### src/rtl/div_sched.sv
// div_sched: 32-iteration restoring divide scheduler for the MIPS32 HI/LO path.
// Optional macro DIV_SIGNED_EN enables signed DIV; without it every request is DIVU.
module div_sched (
  input  logic        clk,
  input  logic        rst,
  input  logic        start_i,
  input  logic        signed_div_i,
  input  logic [31:0] opdata1_i,
  input  logic [31:0] opdata2_i,
  input  logic        annul_i,
  input  logic        stall_i,
  output logic [63:0] result_o,
  output logic        ready_o,
  output logic        stallreq_o
);

  typedef enum logic [1:0] {IDLE, DIVZERO, BUSY, DONE} state_t;

  state_t      state_q, state_d;
  logic [5:0]  cnt_q, cnt_d;
  logic [31:0] rem_q, rem_d;
  logic [31:0] quo_q, quo_d;
  logic [31:0] dvs_q, dvs_d;
  logic [63:0] result_q, result_d;
  logic        ready_q, ready_d;

  logic [31:0] mag1, mag2;
  logic [31:0] shifted, rem_n, quo_n;
  logic [31:0] fin_rem, fin_quo;
  logic        ge;

`ifdef DIV_SIGNED_EN
  logic neg_quo_q, neg_quo_d;
  logic neg_rem_q, neg_rem_d;
  logic neg1, neg2;

  always_comb begin
    neg1 = signed_div_i & opdata1_i[31];
    neg2 = signed_div_i & opdata2_i[31];
    mag1 = neg1 ? (32'd0 - opdata1_i) : opdata1_i;
    mag2 = neg2 ? (32'd0 - opdata2_i) : opdata2_i;
  end
`else
  logic unused_signed;
  assign unused_signed = signed_div_i;

  always_comb begin
    mag1 = opdata1_i;
    mag2 = opdata2_i;
  end
`endif

  // One restoring step: subtract when the shifted partial remainder covers the divisor.
  always_comb begin
    shifted = {rem_q[30:0], quo_q[31]};
    ge      = ({rem_q, quo_q[31]} >= {1'b0, dvs_q});
    rem_n   = ge ? (shifted - dvs_q) : shifted;
    quo_n   = {quo_q[30:0], ge};
`ifdef DIV_SIGNED_EN
    fin_rem = neg_rem_q ? (32'd0 - rem_n) : rem_n;
    fin_quo = neg_quo_q ? (32'd0 - quo_n) : quo_n;
`else
    fin_rem = rem_n;
    fin_quo = quo_n;
`endif
  end

  always_comb begin
    state_d  = state_q;
    cnt_d    = cnt_q;
    rem_d    = rem_q;
    quo_d    = quo_q;
    dvs_d    = dvs_q;
    result_d = result_q;
    ready_d  = ready_q;
`ifdef DIV_SIGNED_EN
    neg_quo_d = neg_quo_q;
    neg_rem_d = neg_rem_q;
`endif
    case (state_q)
      IDLE: begin
        if (start_i && !annul_i) begin
          dvs_d = mag2;
`ifdef DIV_SIGNED_EN
          neg_quo_d = neg1 ^ neg2;
          neg_rem_d = neg1;
`endif
          if (opdata2_i == 32'd0) begin
            state_d = DIVZERO;
          end else begin
            state_d = BUSY;
            cnt_d   = 6'd0;
            rem_d   = 32'd0;
            quo_d   = mag1;
          end
        end
      end
      DIVZERO: begin
        result_d = 64'd0;
        ready_d  = 1'b1;
        state_d  = DONE;
      end
      BUSY: begin
        rem_d = rem_n;
        quo_d = quo_n;
        cnt_d = cnt_q + 6'd1;
        if (cnt_q == 6'd31) begin
          result_d = {fin_rem, fin_quo};
          ready_d  = 1'b1;
          state_d  = DONE;
        end
      end
      DONE: begin
        if (!stall_i) begin
          state_d = IDLE;
          ready_d = 1'b0;
        end
      end
      default: state_d = IDLE;
    endcase

    // A flush abandons everything in flight and keeps the last presented result.
    if (annul_i) begin
      state_d  = IDLE;
      ready_d  = 1'b0;
      result_d = result_q;
    end
  end

  always_ff @(posedge clk) begin
    if (rst) begin
      state_q  <= IDLE;
      cnt_q    <= 6'd0;
      rem_q    <= 32'd0;
      quo_q    <= 32'd0;
      dvs_q    <= 32'd0;
      result_q <= 64'd0;
      ready_q  <= 1'b0;
`ifdef DIV_SIGNED_EN
      neg_quo_q <= 1'b0;
      neg_rem_q <= 1'b0;
`endif
    end else begin
      state_q  <= state_d;
      cnt_q    <= cnt_d;
      rem_q    <= rem_d;
      quo_q    <= quo_d;
      dvs_q    <= dvs_d;
      result_q <= result_d;
      ready_q  <= ready_d;
`ifdef DIV_SIGNED_EN
      neg_quo_q <= neg_quo_d;
      neg_rem_q <= neg_rem_d;
`endif
    end
  end

  assign result_o   = result_q;
  assign ready_o    = ready_q;
  assign stallreq_o = ~rst & (((state_q == IDLE) & start_i & ~annul_i) |
                              (state_q == DIVZERO) | (state_q == BUSY));

endmodule
### config.mk
export PLATFORM = sky130hd
export DESIGN_NAME = div_sched
export DESIGN_NICKNAME = d
export VERILOG_FILES = /design/src/rtl/div_sched.sv
export SDC_FILE = /design/constraint.sdc
export NUM_CORES = 1
export LEC_CHECK = 0
export BUFFER_PORTS_ARGS = -buffer_cell sky130_fd_sc_hd__buf_2
export CORE_UTILIZATION = 40
export CTS_BUF_LIST = sky130_fd_sc_hd__clkbuf_4 sky130_fd_sc_hd__clkbuf_8
export DETAILED_ROUTE_END_ITERATION = 10
export GPL_TIMING_DRIVEN = 0
export PLACE_DENSITY = 0.61
export SKIP_LAST_GASP = 1
export SYNTH_ARGS = -nofsm -noshare
export SYNTH_HDL_FRONTEND = slang
export SYNTH_SLANG_ARGS = --single-unit
### constraint.sdc
create_clock -name clk -period 6.2 [get_ports clk]
set_input_delay 0.31 -clock clk [delete_from_list [all_inputs] [get_ports clk]]
set_output_delay 0.31 -clock clk [all_outputs]
set_load 0.05 [all_outputs]
Yosys cells after proc, flatten, opt, wreduce, memory -nomap -nowiden
Index checks and enable logic that the tools add are counted.
- bits in registers: 169
- word-level logic and storage cells: 58
- output and inout bits: 66
- bitwise logic cells: 7
- reductions and logical operators: 13
- $lt $le $gt $ge: 1
- equal/unequal tests: 8
- add/sub/neg operators: 2
- mux-type cells: 20
- operators with widths (operator ; count):
    two-way mux 32 bit ; 5
    one-hot mux 32 bit (2 select lines) ; 2
    one-hot mux 64 bit (2 select lines) ; 1
    two-way mux 64 bit ; 1
    >= comparator 33 x 32 -> 1 bit ; 1
    zero test 32 bit ; 1
    subtractor 32 bit ; 1
    two-way mux 6 bit ; 2
    one-hot mux 6 bit (2 select lines) ; 1
    AND reduction 3 bit ; 4
    two-way mux 2 bit ; 4
    != test 2 bit, second input constant ; 4
    one-hot mux 2 bit (4 select lines) ; 1
    adder 6 x 1 -> 6 bit, second input constant ; 1
    equality test 6 x 5 -> 1 bit, second input constant ; 1
    equality test 2 bit, second input constant ; 2
    nonzero test 2 bit ; 2
    bitwise AND 1 bit ; 3
    one-hot mux 1 bit (3 select lines) ; 1
    nonzero test 3 bit ; 1
    equality test 2 x 1 -> 1 bit, second input constant ; 1
    zero test 2 bit ; 1
    two-way mux 1 bit ; 2
    inverter 1 bit ; 2
    5 further kinds ; 6

Logic depth before layout (Yosys ltp)
- word-level depth: 6
- mapped depth: 13
- gate-level depth less buffers: 11

Worst setup path after synthesis
Ideal clock, no wire load.
- kind: reg2reg
- start: register dvs_q[19]
- end: register result_q[56] (netlist: result_o[56])
- cell stages (with the launch flop): 13
- clock period less this slack: 2.733 ns
- data arrival time: 2.605 ns
- path slack: 3.467 ns
- buffers on the path: 3
- library setup time: 0.128 ns
- cells stage by stage: dfxtp_1 -> inv_1 -> ha_1 -> clkbuf_1 -> nand2_1 -> or3_4 -> a2111oi_4 -> o211ai_4 -> and2_1 -> buf_6 -> buf_6 -> a31oi_1 -> o211ai_1
- word-level cells in the longest chain between the ends: 4
- elaborated cells between the ends (all ways): 5
- classes of those cells: add/sub: 1; order compare: 1; mux: 3
- RTL lines (item ; RTL line ; source):
    from (decl) ; 23 ; logic [31:0] dvs_q, dvs_d;
    from (signal assigned) ; 148 ; dvs_q <= dvs_d;
    subtractor 32 bit or >= comparator 33 x 32 -> 1 bit (tied branches) ; 57, 56 ;
    two-way mux 32 bit (*) ; 57 ; rem_n = ge ? (shifted - dvs_q) : shifted;
    two-way mux 64 bit (*) ; 107 ; if (cnt_q == 6'd31) begin
    one-hot mux 64 bit (2 select lines) (*) ; 80 ; case (state_q)
    to (signal assigned) ; 149 ; result_q <= result_d;
    to (decl) ; 24 ; logic [63:0] result_q, result_d;
Mark *: on every way between the ends. The rest lies on a longest branch, timed or not. The select of a mux whose other input is x is not followed.
A chain may end at the register's enable or synchronous reset.

Worst setup path after layout
- start: register state_q[0]
- end: register result_q[57] (netlist: result_o[57])
- word-level cells in the longest chain between the ends: 3
- elaborated cells between the ends (all ways): 6
- classes of those cells: eq/ne: 3; mux: 1; reduce/logical: 2
- RTL lines (item ; RTL line ; source):
    from (decl) ; 19 ; state_t state_q, state_d;
    from (signal assigned) ; 144 ; state_q <= state_d;
    equality test 2 bit or equality test 2 x 1 -> 1 bit (tied branches) ; 80 ;
    != test 2 bit (no line) or nonzero test 2 bit (tied branches) ; - ;
    AND reduction 3 bit (no line) ; - ;
Parallel ways exist; a longest one is shown, timed or not.

==> flow_summary.yaml <==
floorplanning:
  fp.coreArea_um2: 21000
  ioPinCount: 136
  die_height_um: 149
  rows: 53
  die_w_um: 149
  die_area_um2: 22100
  initial_utilization_pct: 40.9
clock_tree:
  cts_made_buffers: 17
  cts_hold_buf: 0
  cts_tree: "yes"
  clkTransAtPathRegs_ns: 0.12
  post_cts_buffers: 0
  h-tree-depth: 4
  worstSkewPairLatency_ns: 0.47
  clock_path_buffers: 2
  clkSinkCount: 169
  cts_resized: 0
  root_buffer: "clkbuf_8"
timing:
  final_hold_viol_count: 0
  fin_ws_ns: 2.77
  setup_viol: 0
  tightest_slew_ns: 1.27
  rsz0062_at_grt: "false"
  drv_slew: 0
  period_minus_slack_ns: 3.43
  finalCritPeriodShare_pct: 55.4
  relSlewSlack_pct: 14.6
  finalSetupTns_ns: 0
  max_freq_mhz: 291
  fin_skew_ns: 0.0168
setup_path:
  worstSetupPathType: "reg -> reg"
  required_ns: 6.55
  arrival_ns: 3.78
  end_kind: "flop"
  reg2reg_depth: 10
  cp_max_fo: 10
  start_kind: "flop"
placement:
  numPlacedInstances: 1499
  place_ws_ns: 2.77
  gp_congestion: 0.900
  dp_hpwl_um: 19200
  port_buffers: 134
global_routing:
  grt_pass1_vias: 7821
  grt_pass1_wl_um: 40500
  antenna_found_initial: 8
  grt_usage_pct: 23.3
  grt_max_degree: 20
  grt-ovfl-total: 0
detailed_routing:
  wl_per_cell_um: 16.2
  finalWirelength_um: 24900
  drcViolationCount: 0
  ant_nets: 0
  vias: 8135
  first_pass_iters: 5
  drt_iter0_markers: 505
  routed_via_density: 5.30
synth:
  synth_flop_cell: "dfxtp_1"
  synth_edf_count: 0
  synth-async-reset-ratio_pct: 0
  postSynthAreaPerCell_um2: 7.88
  syn_area_um2: 8590
  ys_ff_latch: 169
  synthesis.instances: 1090
  yosys_warnings: 0
  synth_cell_types: 64
  synth_fp_nets: 1199
  ys_seq_area_share_pct: 39.4
worst_hold_path:
  min-delay-path-class: "in -> reg"
  min_path_cells: 3
power:
  p_per_area_nw_per_um2: 249
  ir_drop_v: 0.000138
  leakage_nw: 4.02
cells_and_area:
  layout.nets: 1352
  area_growth_pct: 17.0
  drive_gt1_share_pct: 15.2
  num-fill-cells: 2157
  final_common_cell: "nand2_1"
  final_cell_mix: "nand2_1 (221), dfxtp_1 (169), buf_2 (138), a21oi_1 (109), nand3_1 (76)"
  final_cells: 1535
job:
  max_cap_viol_count: 0
outcome:
  status: "complete, no violations"
-- cells in the mapped netlist, types with 10 or more instances --
master | count | area share (%)
nand2_1 | 221 | 9.7
dfxtp_1 | 169 | 39
a21oi_1 | 109 | 6.3
nand3_1 | 76 | 4.4
clkbuf_1 | 60 | 2.6
inv_1 | 47 | 2.1
nor2_1 | 39 | 1.7
ha_1 | 38 | 5.5
o21ai_0 | 37 | 2.2
a31oi_1 | 36 | 2.6
o21ai_1 | 31 | 1.8
mux2i_1 | 25 | 2.9
a21o_1 | 19 | 1.7
xnor2_1 | 16 | 1.6
nand4_1 | 13 | 0.95
nor3_1 | 13 | 0.76
a32oi_1 | 12 | 1.2
xor2_1 | 10 | 1.0
-- power by group --
part / switching [mW] / total (mW) / internal [mW]
Combinational: 0.328 / 0.526 / 0.198
Clock: 0.498 / 0.850 / 0.352
Sequential: 0.0189 / 1.13 / 1.11
Total: 0.845 / 2.51 / 1.66
-- cells by family after synthesis --
family	share of synthesized area (%)
buf+inv	5.56
xor+xnor	2.65
simple gates	20.8
flops	39.4
compound gates	22.7
fa+ha+maj	5.77
mux	3.17
-- stage by stage --
stage | instance area, um^2 | hold WS (ns) | util, % | total power [mW]
2_1_floorplan | 8590 | 0.389 | - | 1.53
3_3_place_gp | 9610 | 0.434 | 45.7 | 1.68
3_5_place_dp | 9610 | 0.439 | 45.7 | 1.68
4_1_cts | 10000 | 0.0432 | 47.8 | 2.53
5_1_grt | 10000 | 0.0677 | 47.8 | 2.63
6_report | 10100 | 0.0763 | 47.8 | 2.51
-- critical path, cell delays in order (launching register included) --
cell and delay, ns:
dfxtp_1 0.34, inv_1 0.13, ha_1 0.20, clkbuf_1 0.40, nor2_1 0.16, nor3_1 1.03, nor2_1 0.25, clkbuf_1 0.31
clkbuf_1 0.29, nand2_1 0.12, o21ai_0 0.08
-- sequential cells by signal (all words and copies together) (netlist names) --
| register | count |
|---|---|
| cnt_q | 6 |
| ready_o | 1 |
| state_q | 2 |
| quo_q | 32 |
| dvs_q | 32 |
| rem_q | 32 |
| result_o | 64 |
-- per-layer routing --
metal	routed length (um)	share of wire [%]	global-route usage, %
met1	11600	47	30.6
met5	44	0.18	0
met2	11500	46	37.9
met4	381	1.5	7.16
met3	1380	5.6	5.31
-- path summary, 6_finish.rpt --
| path | from | endpoint | slack (ns) |
|---|---|---|---|
| setup / recovery | state_q[0] | result_o[57] | 2.77 |
| hold / removal | opdata1_i[21] | quo_q[21] | 0.08 |
| setup reg to reg | state_q[0] | result_o[57] | 2.77 |
| hold reg to reg | result_o[44] | result_o[44] | 0.45 |
-- layout make-up --
cell class | instances | area (um^2) | area share, %
clock inverter | 15 | 201 | 2.00
sequential | 169 | 3380 | 33.7
timing repair buffer | 134 | 671 | 6.67
tap | 275 | 344 | 3.42
inverter | 47 | 176 | 1.76
buffer | 70 | 302 | 3.00
antenna | 4 | 10.0 | 0.0996
multi-input combinational | 804 | 4730 | 47.1
clock buffer | 17 | 234 | 2.33
Note: power is estimated with default switching activity, not from simulation.
